## src/rtl/irq_timer_pkg.sv

```systemverilog
// ============================================================================
// Module : irq_timer_pkg
// Brief  : Register offsets and TCON bit positions shared by the irq_timer RTL.
// Rev    : 1.0 - initial release
// ============================================================================
`default_nettype none

package irq_timer_pkg;

  localparam logic [3:0] OFF_TH    = 4'h0;
  localparam logic [3:0] OFF_TL    = 4'h4;
  localparam logic [3:0] OFF_TCON  = 4'h8;
  localparam logic [3:0] OFF_PRESC = 4'hC;

  localparam int TCON_EN = 0;
  localparam int TCON_IE = 1;
  localparam int TCON_ST = 2;

  localparam int PRESC_W = 16;

endpackage

`default_nettype wire

```

## src/rtl/irq_timer_prescaler.sv

```systemverilog
// ============================================================================
// Module : irq_timer_prescaler
// Brief  : 16-bit down-counter; emits a tick once every reload_i+1 enabled cycles.
// Rev    : 1.0 - initial release
// ============================================================================
`default_nettype none

module irq_timer_prescaler
  import irq_timer_pkg::*;
(
  input  logic               clk,
  input  logic               rst_n,
  input  logic               en_i,
  input  logic               load_i,
  input  logic [PRESC_W-1:0] load_val_i,
  input  logic [PRESC_W-1:0] reload_i,
  output logic               tick_o
);

  logic [PRESC_W-1:0] cnt_q;
  logic [PRESC_W-1:0] cnt_d;

  assign tick_o = en_i && (cnt_q == '0);

  // Loading the new divisor makes the next tick land PRESC+1 enabled cycles later.
  always_comb begin
    cnt_d = cnt_q;
    if (load_i) begin
      cnt_d = load_val_i;
    end else if (en_i) begin
      cnt_d = tick_o ? reload_i : cnt_q - 1'b1;
    end
  end

  always_ff @(posedge clk or negedge rst_n) begin
    if (!rst_n) begin
      cnt_q <= '0;
    end else begin
      cnt_q <= cnt_d;
    end
  end

endmodule

`default_nettype wire

```

## src/rtl/irq_timer.sv

```systemverilog
// ============================================================================
// Module : irq_timer
// Brief  : Memory-mapped 32-bit auto-reload timer with level interrupt.
//          Optional prescaler enabled by defining IRQ_TIMER_PRESCALE_EN.
// Rev    : 1.0 - initial release
// ============================================================================
`default_nettype none

module irq_timer
  import irq_timer_pkg::*;
#(
  parameter logic [31:0] BASE_ADDR = 32'h4000_0000
) (
  input  logic        clk,
  input  logic        rst_n,
  input  logic [31:0] addr,
  input  logic [31:0] wdata,
  input  logic        mem_wr,
  input  logic        mem_rd,
  output logic [31:0] rdata,
  input  logic        irq_ack,
  output logic        irq
);

  logic [31:0] th_q, th_d;
  logic [31:0] tl_q, tl_d;
  logic        en_q, en_d;
  logic        ie_q, ie_d;
  logic        st_q, st_d;

  logic w_hit;
  logic w_sel_th, w_sel_tl, w_sel_tcon, w_sel_presc;
  logic w_wr_th, w_wr_tl, w_wr_tcon, w_wr_presc;
  logic w_tick, w_ovf;

  assign w_hit       = (addr[31:4] == BASE_ADDR[31:4]) && (addr[1:0] == 2'b00);
  assign w_sel_th    = w_hit && (addr[3:0] == OFF_TH);
  assign w_sel_tl    = w_hit && (addr[3:0] == OFF_TL);
  assign w_sel_tcon  = w_hit && (addr[3:0] == OFF_TCON);
  assign w_sel_presc = w_hit && (addr[3:0] == OFF_PRESC);

  assign w_wr_th    = mem_wr && w_sel_th;
  assign w_wr_tl    = mem_wr && w_sel_tl;
  assign w_wr_tcon  = mem_wr && w_sel_tcon;
  assign w_wr_presc = mem_wr && w_sel_presc;

`ifdef IRQ_TIMER_PRESCALE_EN
  logic [PRESC_W-1:0] presc_q, presc_d;
  logic               w_presc_tick;

  irq_timer_prescaler u_prescaler (
    .clk        (clk),
    .rst_n      (rst_n),
    .en_i       (en_q),
    .load_i     (w_wr_presc),
    .load_val_i (wdata[PRESC_W-1:0]),
    .reload_i   (presc_q),
    .tick_o     (w_presc_tick)
  );

  assign w_tick  = w_presc_tick;
  assign presc_d = w_wr_presc ? wdata[PRESC_W-1:0] : presc_q;

  always_ff @(posedge clk or negedge rst_n) begin
    if (!rst_n) begin
      presc_q <= '0;
    end else begin
      presc_q <= presc_d;
    end
  end
`else
  logic w_unused_presc;
  assign w_unused_presc = w_wr_presc;
  assign w_tick         = en_q;
`endif

  assign w_ovf = w_tick && (tl_q == 32'hFFFF_FFFF);
  assign irq   = ie_q && st_q;

  // Overflow reloads the pre-write TH; a TL write beats both increment and reload.
  always_comb begin
    th_d = th_q;
    tl_d = tl_q;
    en_d = en_q;
    ie_d = ie_q;
    st_d = st_q;

    if (w_wr_th) th_d = wdata;

    if (w_wr_tl) begin
      tl_d = wdata;
    end else if (w_tick) begin
      tl_d = w_ovf ? th_q : tl_q + 32'd1;
    end

    if (w_wr_tcon) begin
      en_d = wdata[TCON_EN];
      ie_d = wdata[TCON_IE];
    end

    // Setting beats any clear in the same cycle; software can never set ST.
    if (w_ovf && ie_q) begin
      st_d = 1'b1;
    end else if (irq_ack || (w_wr_tcon && !wdata[TCON_ST])) begin
      st_d = 1'b0;
    end
  end

  always_ff @(posedge clk or negedge rst_n) begin
    if (!rst_n) begin
      th_q <= '0;
      tl_q <= '0;
      en_q <= 1'b0;
      ie_q <= 1'b0;
      st_q <= 1'b0;
    end else begin
      th_q <= th_d;
      tl_q <= tl_d;
      en_q <= en_d;
      ie_q <= ie_d;
      st_q <= st_d;
    end
  end

  always_comb begin
    rdata = 32'h0;
    if (mem_rd) begin
      if (w_sel_th)   rdata = th_q;
      if (w_sel_tl)   rdata = tl_q;
      if (w_sel_tcon) rdata = {29'h0, st_q, ie_q, en_q};
`ifdef IRQ_TIMER_PRESCALE_EN
      if (w_sel_presc) rdata = {{(32-PRESC_W){1'b0}}, presc_q};
`endif
    end
  end

endmodule

`default_nettype wire

```

## config.mk

```make
export PLATFORM = sky130hd
export DESIGN_NAME = irq_timer
export DESIGN_NICKNAME = d
export VERILOG_FILES = /design/src/rtl/irq_timer_pkg.sv /design/src/rtl/irq_timer_prescaler.sv /design/src/rtl/irq_timer.sv
export SDC_FILE = /design/constraint.sdc
export NUM_CORES = 1
export LEC_CHECK = 0
export CAP_MARGIN = 5
export CELL_PAD_IN_SITES_DETAIL_PLACEMENT = 1
export CELL_PAD_IN_SITES_GLOBAL_PLACEMENT = 2
export CORE_MARGIN = 1.5
export CORE_UTILIZATION = 32
export CTS_BUF_LIST = sky130_fd_sc_hd__clkbuf_4
export DETAILED_ROUTE_END_ITERATION = 16
export GPL_ROUTABILITY_DRIVEN = 0
export PLACE_DENSITY_LB_ADDON = 0.08
export SYNTH_ARGS = -nofsm -noshare
export SYNTH_HDL_FRONTEND = slang
export SYNTH_SLANG_ARGS = --single-unit
```

## constraint.sdc

```tcl
create_clock -name clk -period 2.45 [get_ports clk]
set_clock_uncertainty 0.2 [all_clocks]
set_input_delay 0.3675 -clock clk [delete_from_list [all_inputs] [get_ports clk]]
set_output_delay 0.3675 -clock clk [all_outputs]
set_load 0.01 [all_outputs]
```

==> flow_metrics.env <==
export IMPL_outcome="finished, violations left"
export IMPL_violations="setup timing"
export IMPL_grt_pass1_vias=5182
export IMPL_port_buffers=101
export IMPL_cts_tree="built"
export IMPL_h_tree_depth=3
export IMPL_power_density_mw_per_mm2=290
export IMPL_busiest_layer="met2"
export IMPL_synth_edf_count=0
export IMPL_synth_seq_cells=67
export IMPL_fp_row_count=43
export IMPL_crit_path_start_kind="primary input"
export IMPL_syn2layout_area_growth_pct=52.2
export IMPL_p_int_mw=1.53
export IMPL_layout_setup_ws_ns=-0.383
export IMPL_die_h_um=123
export IMPL_slowest_stage="nor4_4"
export IMPL_cts_buffers=9
export IMPL_diodes=0
export IMPL_syn_area_mm2=0.00463
export IMPL_drtIter0Drc=273
export IMPL_fin_nets=756
export IMPL_ff_latch_area_mm2=0.00168
export IMPL_drive_above_1_share_pct=36.1
export IMPL_slew_viol_final=0
export IMPL_vias_per_cell=5.59
export IMPL_met3_usage_pct=5.17
export IMPL_setup_viol_count_final=29
export IMPL_yosysSeqAreaShare_pct=36.2
export IMPL_pin_count=102
export IMPL_critPathTopFamily="buffers and inverters"
export IMPL_initial_core_util_pct=33.1
export IMPL_dieArea_mm2=0.0152
export IMPL_path_max_fanout=7
export IMPL_clock_latency_ns=0.45
export IMPL_hpwl_um=12100
export IMPL_multiInputGateArea_mm2=0.00296
export IMPL_grt_pass1_wl_um=29200
export IMPL_postSynthCellCount=500
export IMPL_fillCellCount=1624
export IMPL_synth_nets=570
export IMPL_finalCriticalPeriod_ns=2.83
export IMPL_leakagePower_nw=3.07
export IMPL_drtAntennaViolNets=0
export IMPL_p_clk_share_pct=34.4
export IMPL_ys_types=70
export IMPL_synthFlopType="dfrtp_1"
export IMPL_clockRootBuffer="clkbuf_4"
export IMPL_clock_sinks=67
export IMPL_overflow=0
export IMPL_cp_num_buf_inv=8
export IMPL_vias=4855
export IMPL_pwr_share_comb_pct=11.6
export IMPL_grt_max_degree=68
export IMPL_hold_violations=0
export IMPL_power_frac_seq_pct=54.0
export IMPL_coreArea_mm2=0.0140
export IMPL_path_class="primary input to primary output"
export IMPL_syn_avg_cell_area_um2=9.27
export IMPL_holdWs_ns=0.251
export IMPL_worst_path_most_repeated_cell="buf_6"
export IMPL_synthArstFlopShare_pct=100
export IMPL_clockBufferDepth=2
export IMPL_fmax_ghz=0.353
export IMPL_worst_pin_slew_ns=0.562
export IMPL_drt_pass1_iterations=5
export IMPL_use_met1_pct=34.5
export IMPL_relSlewSlack_pct=62.2
export IMPL_crit_chain="buf_6 -> nor4_4 -> buf_4 -> nand4_1 -> buf_6 -> buf_6 -> nor3_4 -> buf_12 -> buf_12 -> buf_4 -> a22oi_2 -> nor2_1 -> buf_2"
export IMPL_min_path_type="primary input to async pin"
export IMPL_drcViolationCount=0
export IMPL_rsz0062_at_grt="true"
export IMPL_max_stage_delay_ns=0.28
export IMPL_clk_pin_slew_worst_paths_ns=0.12
export IMPL_die_w_um=123
export IMPL_swShare_pct=25.3
export IMPL_drt_wl_total_um=18900
export IMPL_drv_cap=0
export IMPL_fin_crit_sh_pct=116
export IMPL_antenna_found_initial=0
export IMPL_grtUsageTotal_pct=25.6
export IMPL_wl_per_cell_um=21.7
export IMPL_cp_data_required_time_ns=1.88
export IMPL_arrival_ns=2.27
export IMPL_power_switching_mw=0.518
export IMPL_met2_usage_pct=42.3
export IMPL_ys_warn_count=0
export IMPL_tns_ns=-8.68
export IMPL_crit_path_end_kind="primary output"
export IMPL_worst_ir_drop_vdd_uv=193
-- flip-flops by register name, summed over array words and instances, names as in the netlist --
name,flops
en_q,1
tl_q,32
st_q,1
th_q,32
ie_q,1
-- metal layers --
metal | part of all wire (%) | vias to the layer above
li1 | - | 2252
met1 | 45 | 2453
met2 | 48 | 130
met3 | 5.5 | 20
met4 | 1.6 | 0
met5 | 0 | -
-- path summary, 6_finish.rpt --
path	cells after the start	slack, ns	endpoint	start
worst max register to register	6	0.17	tl_q[9]$_DFFE_PN0P_	tl_q[15]$_DFFE_PN0P_
worst min-delay path	3	0.25	th_q[27]$_DFFE_PN0P_	rst_n
max in group asynchronous	3	1.46	tl_q[7]$_DFFE_PN0P_	rst_n
min in group clk	3	0.29	tl_q[24]$_DFFE_PN0P_	wdata[24]
worst min register to register	1	0.33	th_q[10]$_DFFE_PN0P_	th_q[10]$_DFFE_PN0P_
worst max-delay path	13	-0.38	rdata[19]	addr[8]
-- worst min-delay path: cells and delay by family --
family	cells	cell delay, ns
buffers and inverters	3	0.97
-- area by class of cell --
cell class | count | share of cell area, %
Clock buffer | 9 | 0.958
Clock inverter | 5 | 0.656
Inverter | 6 | 0.319
Multi-Input combinational cell | 388 | 42.0
Sequential cell | 67 | 23.8
Tap cell | 180 | 3.19
Timing Repair Buffer | 214 | 29.1
-- synth_stat cells, types with 3 or more instances --
cell type / instances / share of area (%)
nor4_2: 5 / 1.4
nand2b_1: 4 / 0.54
buf_6: 8 / 1.9
nand3_1: 14 / 1.5
nor4_1: 9 / 1.2
a211oi_1: 4 / 0.65
o311ai_0: 3 / 0.57
and4_1: 6 / 1.1
xnor2_1: 4 / 0.76
o21ai_1: 5 / 0.54
buf_4: 5 / 0.81
a22oi_1: 29 / 4.7
dfrtp_1: 67 / 36
o21ai_0: 12 / 1.3
or4_1: 6 / 0.97
clkbuf_1: 15 / 1.2
and3_1: 4 / 0.54
xor2_1: 3 / 0.57
nor2_1: 61 / 4.9
mux2_1: 16 / 3.9
buf_2: 8 / 0.86
inv_1: 6 / 0.49
mux2_4: 15 / 4.9
nor2b_1: 7 / 0.95
a31oi_1: 6 / 0.81
nor3_1: 15 / 1.6
mux2_2: 5 / 1.2
nand2_1: 43 / 3.5
o31ai_1: 12 / 1.9
mux2i_1: 16 / 3.5
a21oi_1: 27 / 2.9
nand4_1: 10 / 1.4
-- power by group through the flow --
stage	clock network [mW]	logic, mW	registers (mW)
5_1_grt	0.776	0.254	1.11
3_3_place_gp	0	0.197	1.13
4_1_cts	0.725	0.243	1.11
3_5_place_dp	0	0.200	1.13
2_1_floorplan	0	0.0261	1.13
6_report	0.704	0.237	1.11
-- logic make-up (layout without fill, tap and decap cells) --
kind of cell | Yosys count | after routing | share of synthesized area (%)
AOI/OAI and AO/OA | 124 | 124 | 18.4
xor gates and xnor gates | 7 | 7 | 1.32
adders and majority gates | 1 | 1 | 0.270
buffers and inverters | 45 | 234 | 5.70
DFF | 67 | 67 | 36.2
muxes | 52 | 52 | 13.4
and+or+nand+nor | 204 | 204 | 24.7
-- what timing repair did --
action / in CTS / in global routing
hold buffers: 1 / 0
endpoints found under the hold margin: 67 / 0
gates cloned: 5 / 3
pin swaps: 28 / 38
gates resized for setup: 251 / 37
setup endpoints to repair: 64 / 49
buffers inserted: 39 / 11
-- placed cells by master (no fill, tap or decap), types with 8 or more instances in the layout --
cell and n:
nand3_1 14, buf_2 38, a22oi_2 18, buf_12 16, nor3_1 12, clkdlybuf4s15_1 9, nor4_4 8, nand4_1 10
o21ai_0 11, dfrtp_1 67, nand2_1 40, mux2_4 15, clkdlybuf4s50_1 38, mux2_1 16, buf_4 73, o31ai_1 12
a21oi_1 27, nor2_1 58, mux2i_1 16, buf_6 17, clkbuf_4 9, a22oi_1 11
-- stage by stage --
| step | total power [mW] | instances | utilization [%] | setup slack (ns) | cell area (um2) |
|---|---|---|---|---|---|
| final | 2.05 | 869 | 50.4 | -0.383 | 7050 |
| after detailed placement | 1.33 | 810 | 44.8 | -0.920 | 6270 |
| after global routing | 2.14 | 869 | 50.4 | -0.450 | 7050 |
| after floorplan | 1.15 | 500 | - | 0.000583 | 4630 |
| after CTS | 2.07 | 864 | 49.6 | -0.290 | 6940 |
| after global placement | 1.32 | 810 | 44.8 | -0.882 | 6270 |
Note: power is estimated with default switching activity, not from simulation.
